===== src/rtl/vga_sync_monitor.sv =====
// rtl/vga_sync_monitor.sv - VGA sync monitor: rebuilds pixel timing from hs/vs, measures and checks it, tracks lock
//
// Ports:
//   clock      in   pixel clock
//   reset      in   asynchronous, active-high reset
//   hs, vs     in   horizontal / vertical sync from the generator
//   x, y       out  active-area column / row, 0 outside the active area
//   active     out  current pixel visible and monitor locked
//   lock       out  LOCKED state
//   line_err   out  one-cycle pulse: bad line length or missing hsync
//   frame_err  out  one-cycle pulse: bad frame length or missing vsync
//   line_len   out  last measured line length in clocks
//   frame_len  out  last measured frame length in lines

module vga_sync_monitor #(
    parameter int H_TOTAL         = 800,
    parameter int H_SYNC          = 96,
    parameter int H_BACK          = 48,
    parameter int H_ACTIVE        = 640,
    parameter int V_TOTAL         = 525,
    parameter int V_SYNC          = 2,
    parameter int V_BACK          = 33,
    parameter int V_ACTIVE        = 480,
    parameter int SYNC_ACTIVE_LOW = 1,
    parameter int LOCK_FRAMES     = 2
) (
    input  logic        clock,
    input  logic        reset,
    input  logic        hs,
    input  logic        vs,
    output logic [9:0]  x,
    output logic [9:0]  y,
    output logic        active,
    output logic        lock,
    output logic        line_err,
    output logic        frame_err,
    output logic [11:0] line_len,
    output logic [11:0] frame_len
);

    localparam logic        ACT_LOW    = (SYNC_ACTIVE_LOW != 0);
    localparam logic [11:0] H_START    = 12'(H_SYNC + H_BACK);
    localparam logic [11:0] H_END      = 12'(H_SYNC + H_BACK + H_ACTIVE);
    localparam logic [11:0] V_START    = 12'(V_SYNC + V_BACK);
    localparam logic [11:0] V_END      = 12'(V_SYNC + V_BACK + V_ACTIVE);
    localparam logic [11:0] H_TOT      = 12'(H_TOTAL);
    localparam logic [11:0] V_TOT      = 12'(V_TOTAL);
    // Counter value one step before the missing-sync timeout is reached.
    localparam logic [11:0] H_TMO_LAST = 12'(2 * H_TOTAL - 1);
    localparam logic [11:0] V_TMO_LAST = 12'(2 * V_TOTAL - 1);
    localparam logic [11:0] CNT_SAT    = 12'hFFF;
    localparam logic [7:0]  GOOD_LOCK  = 8'(LOCK_FRAMES);

    typedef enum logic [1:0] {
        ST_UNLOCKED,
        ST_CHECK,
        ST_LOCKED
    } state_t;

    // Sync samples are kept normalised: 1 = asserted, so reset (0) is the deasserted level.
    logic        s_hs_q, p_hs_q, s_vs_q, p_vs_q;
    logic        h_edge_q, v_edge_q;
    logic [11:0] hcnt_q, hcnt_d;
    logic [11:0] vcnt_q, vcnt_d;
    logic [11:0] line_len_q, line_len_d;
    logic [11:0] frame_len_q, frame_len_d;
    logic        line_err_q, line_err_d;
    logic        frame_err_q, frame_err_d;
    logic [9:0]  x_q, x_d, y_q, y_d;
    logic        active_q, active_d;
    state_t      state_q, state_d;
    logic [7:0]  good_q, good_d;

    logic        checking;
    logic        in_win;
    logic [11:0] line_meas;
    logic [11:0] frame_meas;
    logic [7:0]  good_inc;

    // The edge pulse is registered so the counters restart two clocks after
    // the first asserted sample, giving x/active a three-clock latency.
    always_ff @(posedge clock or posedge reset) begin
        if (reset) begin
            s_hs_q      <= 1'b0;
            p_hs_q      <= 1'b0;
            s_vs_q      <= 1'b0;
            p_vs_q      <= 1'b0;
            h_edge_q    <= 1'b0;
            v_edge_q    <= 1'b0;
            hcnt_q      <= '0;
            vcnt_q      <= '0;
            line_len_q  <= '0;
            frame_len_q <= '0;
            line_err_q  <= 1'b0;
            frame_err_q <= 1'b0;
            x_q         <= '0;
            y_q         <= '0;
            active_q    <= 1'b0;
            state_q     <= ST_UNLOCKED;
            good_q      <= '0;
        end else begin
            s_hs_q      <= hs ^ ACT_LOW;
            p_hs_q      <= s_hs_q;
            s_vs_q      <= vs ^ ACT_LOW;
            p_vs_q      <= s_vs_q;
            h_edge_q    <= s_hs_q & ~p_hs_q;
            v_edge_q    <= s_vs_q & ~p_vs_q;
            hcnt_q      <= hcnt_d;
            vcnt_q      <= vcnt_d;
            line_len_q  <= line_len_d;
            frame_len_q <= frame_len_d;
            line_err_q  <= line_err_d;
            frame_err_q <= frame_err_d;
            x_q         <= x_d;
            y_q         <= y_d;
            active_q    <= active_d;
            state_q     <= state_d;
            good_q      <= good_d;
        end
    end

    always_comb begin
        checking    = (state_q != ST_UNLOCKED);
        line_meas   = hcnt_q + 12'd1;
        // A line start coinciding with vsync closes the frame's last line.
        frame_meas  = vcnt_q + {11'd0, h_edge_q};

        hcnt_d      = hcnt_q;
        vcnt_d      = vcnt_q;
        line_len_d  = line_len_q;
        frame_len_d = frame_len_q;

        if (h_edge_q) begin
            hcnt_d     = '0;
            line_len_d = line_meas;
        end else if (hcnt_q != CNT_SAT) begin
            hcnt_d = hcnt_q + 12'd1;
        end

        if (v_edge_q) begin
            vcnt_d      = '0;
            frame_len_d = frame_meas;
        end else if (h_edge_q && (vcnt_q != CNT_SAT)) begin
            vcnt_d = vcnt_q + 12'd1;
        end

        // Timeouts fire on the single step onto 2*TOTAL; the counter then moves
        // past it (or saturates) so a stuck sync pulses only once.
        line_err_d  = checking &&
                      ((h_edge_q && (line_meas != H_TOT)) ||
                       (!h_edge_q && (hcnt_q == H_TMO_LAST)));
        frame_err_d = checking &&
                      ((v_edge_q && (frame_meas != V_TOT)) ||
                       (!v_edge_q && h_edge_q && (vcnt_q == V_TMO_LAST)));
    end

    always_comb begin
        state_d  = state_q;
        good_d   = good_q;
        good_inc = good_q + 8'd1;
        case (state_q)
            ST_UNLOCKED: begin
                if (v_edge_q) begin
                    state_d = ST_CHECK;
                    good_d  = '0;
                end
            end
            ST_CHECK: begin
                if (line_err_d || frame_err_d) begin
                    state_d = ST_UNLOCKED;
                end else if (v_edge_q) begin
                    good_d = good_inc;
                    if (good_inc == GOOD_LOCK) begin
                        state_d = ST_LOCKED;
                    end
                end
            end
            ST_LOCKED: begin
                if (line_err_d || frame_err_d) begin
                    state_d = ST_UNLOCKED;
                end
            end
            default: begin
                state_d = ST_UNLOCKED;
            end
        endcase
    end

    always_comb begin
        in_win   = (hcnt_q >= H_START) && (hcnt_q < H_END) &&
                   (vcnt_q >= V_START) && (vcnt_q < V_END) &&
                   (state_q == ST_LOCKED);
        x_d      = '0;
        y_d      = '0;
        active_d = in_win;
        if (in_win) begin
            x_d = 10'(hcnt_q - H_START);
            y_d = 10'(vcnt_q - V_START);
        end
    end

    assign x         = x_q;
    assign y         = y_q;
    assign active    = active_q;
    assign lock      = (state_q == ST_LOCKED);
    assign line_err  = line_err_q;
    assign frame_err = frame_err_q;
    assign line_len  = line_len_q;
    assign frame_len = frame_len_q;

endmodule


===== config.mk =====
export PLATFORM = sky130hd
export DESIGN_NAME = vga_sync_monitor
export DESIGN_NICKNAME = d
export VERILOG_FILES = /design/src/rtl/vga_sync_monitor.sv
export SDC_FILE = /design/constraint.sdc
export NUM_CORES = 1
export LEC_CHECK = 0
export BUFFER_PORTS_ARGS = -buffer_cell sky130_fd_sc_hd__buf_2
export CELL_PAD_IN_SITES_DETAIL_PLACEMENT = 2
export CELL_PAD_IN_SITES_GLOBAL_PLACEMENT = 2
export CORE_MARGIN = 2
export CORE_UTILIZATION = 38
export CTS_BUF_LIST = sky130_fd_sc_hd__clkbuf_4
export DETAILED_ROUTE_END_ITERATION = 6
export GPL_TIMING_DRIVEN = 0
export PLACE_DENSITY = 0.86
export SLEW_MARGIN = 20
export SYNTH_ARGS = -nofsm -noshare
export SYNTH_HDL_FRONTEND = slang
export SYNTH_SLANG_ARGS = --single-unit

===== constraint.sdc =====
create_clock -name clock -period 3.4 [get_ports clock]
set_clock_uncertainty 0.05 [all_clocks]
set_input_delay 0.34 -clock clock [delete_from_list [all_inputs] [get_ports clock]]
set_output_delay 0.34 -clock clock [all_outputs]
set_load 0.005 [all_outputs]

Word-level counts from Yosys, hierarchy flattened
Index checks and enable logic that the tools add are counted.

Register bits: 87. Bits in latches: 0. Memory bits (writable): 0. Bits in read-only memories: 0. Input port bits: 4. Output and inout port bits: 48. Logic and storage cells: 88. Memories kept: 0.

Add/sub/neg operators: 6. Multiply operators: 0. Divide/modulo/power cells: 0. Order comparisons: 4. Eq/ne operators: 15. Shift operators: 0. Mux-type cells: 16. Bitwise logic cells: 6. Reduce and logical (&&, ||, !) cells: 24.

Operator list (number): two-way mux 12 bit (4); adder 12 x 1 -> 12 bit (second input constant) (2); == test 12 x 11 -> 1 bit (second input constant) (2); < comparator 12 x 10 -> 1 bit (second input constant) (2); two-way mux 8 bit (3); != test 12 x 10 -> 1 bit (second input constant) (2); != test 12 bit (second input constant) (2); two-way mux 10 bit (2); one-hot mux 8 bit (2 select lines) (1); adder 12 x 1 -> 12 bit (1); greater-or-equal comparator 12 x 6 -> 1 bit (second input constant) (1); greater-or-equal comparator 12 x 8 -> 1 bit (second input constant) (1); logical AND 1 bit (12); two-way mux 2 bit (5); subtractor 10 x 6 -> 10 bit (second input constant) (1); subtractor 10 x 8 -> 10 bit (second input constant) (1); adder 8 x 1 -> 8 bit (second input constant) (1); == test 8 x 2 -> 1 bit (second input constant) (1); AND reduction 4 bit (2); nonzero test 2 bit (4); != test 2 bit (second input constant) (3); != test 3 bit (second input constant) (2); one-hot mux 2 bit (3 select lines) (1); NOT 1 bit (4); 7 further kinds (11).

Depth between registers and ports, before layout
Depth after elaboration: 8. Depth in mapped cells: 10. Gate-level depth less buffers: 9.

Worst setup path before layout
OpenSTA, ideal clock, no wires.

Path type: register to register. Start: reg vcnt_q[0]. End: reg good_q[2]. Setup time: 0.120 ns. Arrival: 2.683 ns. Data required time: 3.230 ns. Setup slack: 0.546 ns. Stages on the path, launching flop included: 9. Buffers on the path: 0. Clock period less this slack: 2.854 ns. Path through: dfrtp_1 -> ha_1 -> nand3_1 -> or4_4 -> a21o_1 -> a2111o_1 -> a211oi_4 -> a21oi_1 -> a41o_1.

Word-level cells in the longest chain between the ends: 8.

RTL lines: from (decl) (RTL line 64) `logic [11:0] vcnt_q, vcnt_d;`; from (signal assigned) (RTL line 109) `vcnt_q <= vcnt_d;`; adder 12 x 1 -> 12 bit (RTL line 126) `frame_meas = vcnt_q + {11'd0, h_edge_q};`; != test 12 x 10 -> 1 bit (RTL line 153) `((v_edge_q && (frame_meas != V_TOT)) ||`; logical AND 1 bit (RTL line 153); logical OR 1 bit * (RTL line 153); logical AND 1 bit * (RTL line 152) `frame_err_d = checking &&`; logical OR 1 bit * (RTL line 169) `if (line_err_d || frame_err_d) begin`; != test 2 bit (no source line) *; AND reduction 4 bit (no source line) *; to (signal assigned) (RTL line 118) `good_q <= good_d;`; to (decl) (RTL line 72) `logic [7:0] good_q, good_d;`.

Every way passes the cells marked *; elsewhere a longest branch is shown, timed or not. A chain may end at the register's enable or synchronous reset.

Worst setup path after layout
Start: reg vcnt_q[0]. End: reg good_q[5].

The elaborated chain is that of the path after synthesis.

==> qor.csv <==
stage,metric,value,unit
power_and_ir_drop,p_sw,687,uW
critical_path,crit_arrival,3570,ps
floorplan,die_w,112,microns
worst_hold_path,hold_depth,0,
critical_path,rr_startpoint,vcnt_q[0],
sta,worst_pin_slew,969,ps
sta,slew_headroom,33.7,%
global_route,antenna_found_initial,0,
clock_tree,clk_latency,460,ps
power_and_ir_drop,p_seq_share,56.3,%
synth,synth_top_cell_by_area,dfrtp_1,
synth,synth.area.top_cells,"dfrtp_1 49%, nor2_1 6.8%, xnor2_1 5.8%",
finish,finalInstanceArea,5020,sq um
floorplan,core,11400,sq um
placement,placed_cell_area,4880,sq um
drt,via_count,3687,
run,cap_violations,0,
sta,slew_viol_final,0,
finish,syn_to_final_growth,13.7,%
power_and_ir_drop,internal_power,1.45,mW
critical_path,cp-startpoint,vcnt_q[0],
finish,layout.cells.non_filler,690,
power_and_ir_drop,p_leak,2.29,nW
critical_path,crit_path_start_kind,flop,
clock_tree,clockRootBuffer,clkbuf_4,
floorplan,design.die.area,12500,sq um
critical_path,worstPathRequired,3720,ps
finish,utilization,44.2,%
status,status,"finished, final reports clean",
drt,top_layer_used,met4,
finish,drive_gt1_share,15.5,%
synth,yosys_warnings,0,
power_and_ir_drop,swShare,32.1,%
critical_path,cp-end-kind,flop,
global_route,grt_pass1_wl,21300,microns
synth,synth_xor_xnor_area_share,8.53,%
sta,hold_viol,0,
drt,drt_pass1_iterations,4,
finish,finalNetCount,559,
drt,route.detailed.drc,0,
synth,synth_top_cell_area_share,49.3,%
drt,wl_met3,364,microns
synth,synth_flop_cell,dfrtp_1,
synth,ys_top_cells_by_count,"87 x dfrtp_1, 80 x nor2_1, 42 x a21oi_1",
sta,max_freq,307,MHz
power_and_ir_drop,ir_drop,0.250,mV
critical_path,crit_path_max_incr_delay,510,ps
clock_tree,numCtsBuffers,9,
synth,yosysUniqueCellTypes,51,
placement,port_buffers,51,
placement,dp.cells,671,
placement,place_congestion,0.884,
synth,ys_seq_elements,87,
synth,synth_edf_count,0,
global_route,grt_pass1_vias,4002,
finish,fillerInstances,1277,
sta,fin_crit,3260,ps
global_route,grt_max_degree,58,
critical_path,r2r.worst_path.cells,9,
clock_tree,cts_tree,done,
power_and_ir_drop,p_per_area,426,nW/um^2
clock_tree,clk_path_buf_depth,2,
worst_hold_path,hp-class,flop to flop,
worst_hold_path,hp-start,s_hs_q,
drt,via_per_inst,5.34,
clock_tree,path_clk_slew,130,ps
floorplan,die_h,112,microns
drt,drt_iter0_drc,154,
clock_tree,cts_htree_levels,3,
critical_path,crit_path_max_fanout,9,
placement,hpwl,9290,microns
synth,synth_top_family_by_area,simple AND/OR/NAND/NOR gates,
synth,synth_mux_area_share,1.22,%
floorplan,initial_core_util,38.8,%
sta,fin_crit_sh,95.8,%
floorplan,rows,39,
sta,setup_viol,0,
synth,synth_most_common_cell,dfrtp_1,
synth,seq_area_frac_synth,49.3,%
drt,wl_per_cell,18.4,microns
finish,antennaDiodeCount,0,
synth,syn-instance-count,476,
synth,synth_compound_area_share,11.9,%
drt,antenna_left,0,
synth,synth-adder-area-share,3.12,%
critical_path,path_class,flop to flop,
synth,async_flop_share,100,%
drt,wl_met2,6370,microns
power_and_ir_drop,combPwrFrac,20.4,%
synth,syn_avg_cell_area,9.28,sq um
critical_path,crit_chain,ha_1 > nand3_1 > or4_4 > a21o_1 > a2111o_1 > a211oi_4 > buf_4 > a21oi_1 > a41o_1,
drt,met1Wirelength,5740,microns
critical_path,cp_slowest_cell,or4_4,
drt,postRouteWirelength,12700,microns
synth,synthesis.area,4420,sq um
clock_tree,clock-sinks,87,
synth,synth-simple-area-share,21.4,%
sta,fin_setup_tns,0,ps
power_and_ir_drop,clock_power_share,23.3,%
synth,syn-num-nets,491,
global_route,grtUsageTotal,21.5,%
floorplan,io_pins,52,
global_route,overflow,0,
-- metrics by stage --
stage | worst slack [ps] | hold slack [ps] | power (mW)
floorplan | 546 | 297 | 1.48
global placement | -345 | 304 | 1.62
detailed placement | -6.41 | 316 | 1.67
CTS | 7.49 | 346 | 2.18
global route | -13.8 | 352 | 2.27
finish | 144 | 342 | 2.14
-- placed cells by master (no fill, tap or decap), types with 2 or more instances in the layout --
master	Yosys	layout
a211oi_1	2	2
a21o_1	2	2
a21oi_1	42	42
a31o_2	2	2
a31oi_1	5	5
a41o_1	3	3
a41oi_1	2	2
buf_1	7	7
buf_2	4	55
buf_4	1	3
clkbuf_1	20	20
clkbuf_4	0	11
clkinv_1	0	2
dfrtp_1	87	86
dlygate4sd3_1	0	3
ha_1	11	11
inv_1	19	18
mux2_2	3	3
mux2i_1	2	2
nand2_1	36	36
nand2b_1	8	8
nand3_1	14	14
nand3b_1	4	4
nand4_1	10	10
nor2_1	80	80
nor2b_1	7	7
nor3_1	14	14
nor4_1	9	9
nor4b_1	2	2
o211ai_1	3	3
o21ai_0	8	8
o31ai_1	2	2
or2_2	2	2
or3_1	4	4
xnor2_1	29	29
xor2_1	14	14
-- registers in the layout (all words and copies together) (netlist names), 2 cells and up --
| signal | cells |
|---|---|
| line_len | 12 |
| good_q | 8 |
| vcnt_q | 12 |
| frame_len | 12 |
| state_q | 2 |
| y | 10 |
| x | 10 |
| hcnt_q | 12 |
-- cell type report --
| cell class | count | area, sq um | share of cell area (%) |
|---|---|---|---|
| flip-flops and latches | 87 | 2180 | 43.4 |
| inverters | 19 | 73.8 | 1.47 |
| clock buffers | 11 | 82.6 | 1.64 |
| clock inverters | 3 | 12.5 | 0.249 |
| multi-input cells | 338 | 2040 | 40.6 |
| plain buffers | 32 | 129 | 2.57 |
| repair buffers | 57 | 328 | 6.53 |
| well taps | 143 | 179 | 3.56 |
-- power by group through the flow --
stage / combinational (mW) / sequential, mW / clock [mW]
6_report: 0.437 / 1.20 / 0.497
5_1_grt: 0.492 / 1.22 / 0.560
4_1_cts: 0.445 / 1.21 / 0.527
3_5_place_dp: 0.440 / 1.23 / 0
3_3_place_gp: 0.405 / 1.22 / 0
2_1_floorplan: 0.268 / 1.21 / 0
-- per-layer routing --
metal	global-route usage (%)	vias up
li1	-	1752
met1	27.7	1861
met2	36.7	58
met3	3.76	16
met4	7.33	0
met5	0	-
-- kinds of logic (layout without fill, tap and decap cells) --
group           Yosys count  count (layout)
compound gates           82              82
xor+xnor                 43              43
fa+ha+maj                11              11
buf+inv                  51             122
flops                    87              87
mux                       5               5
simple gates            197             197
-- worst max-delay path: cells and delay by family, from the launching register on --
family | cells | cell delay [ps]
adder cells (fa/ha/maj) | 1 | 270
flip-flops | 1 | 490
AND/OR/NAND/NOR | 2 | 800
buffers and inverters | 1 | 200
AO/OA/AOI/OAI | 5 | 1360
-- final timing paths --
path	slack, ps	endpoint
hold / removal	340	p_hs_q
setup reg to reg	140	good_q[5]
max in group asynchronous	2290	vcnt_q[5]
hold reg to reg	340	p_hs_q
setup / recovery	140	good_q[5]
min in group asynchronous	370	y[0]
-- what timing repair did --
item | in CTS | in global routing
setup endpoints to repair | 1 | 7
hold buffers | 3 | 0
buffers inserted | 0 | 2
pin swaps | 1 | 1
endpoints found under the hold margin | 32 | 0
gates resized for setup | 0 | 1
Power figures use the tool's default switching activity.
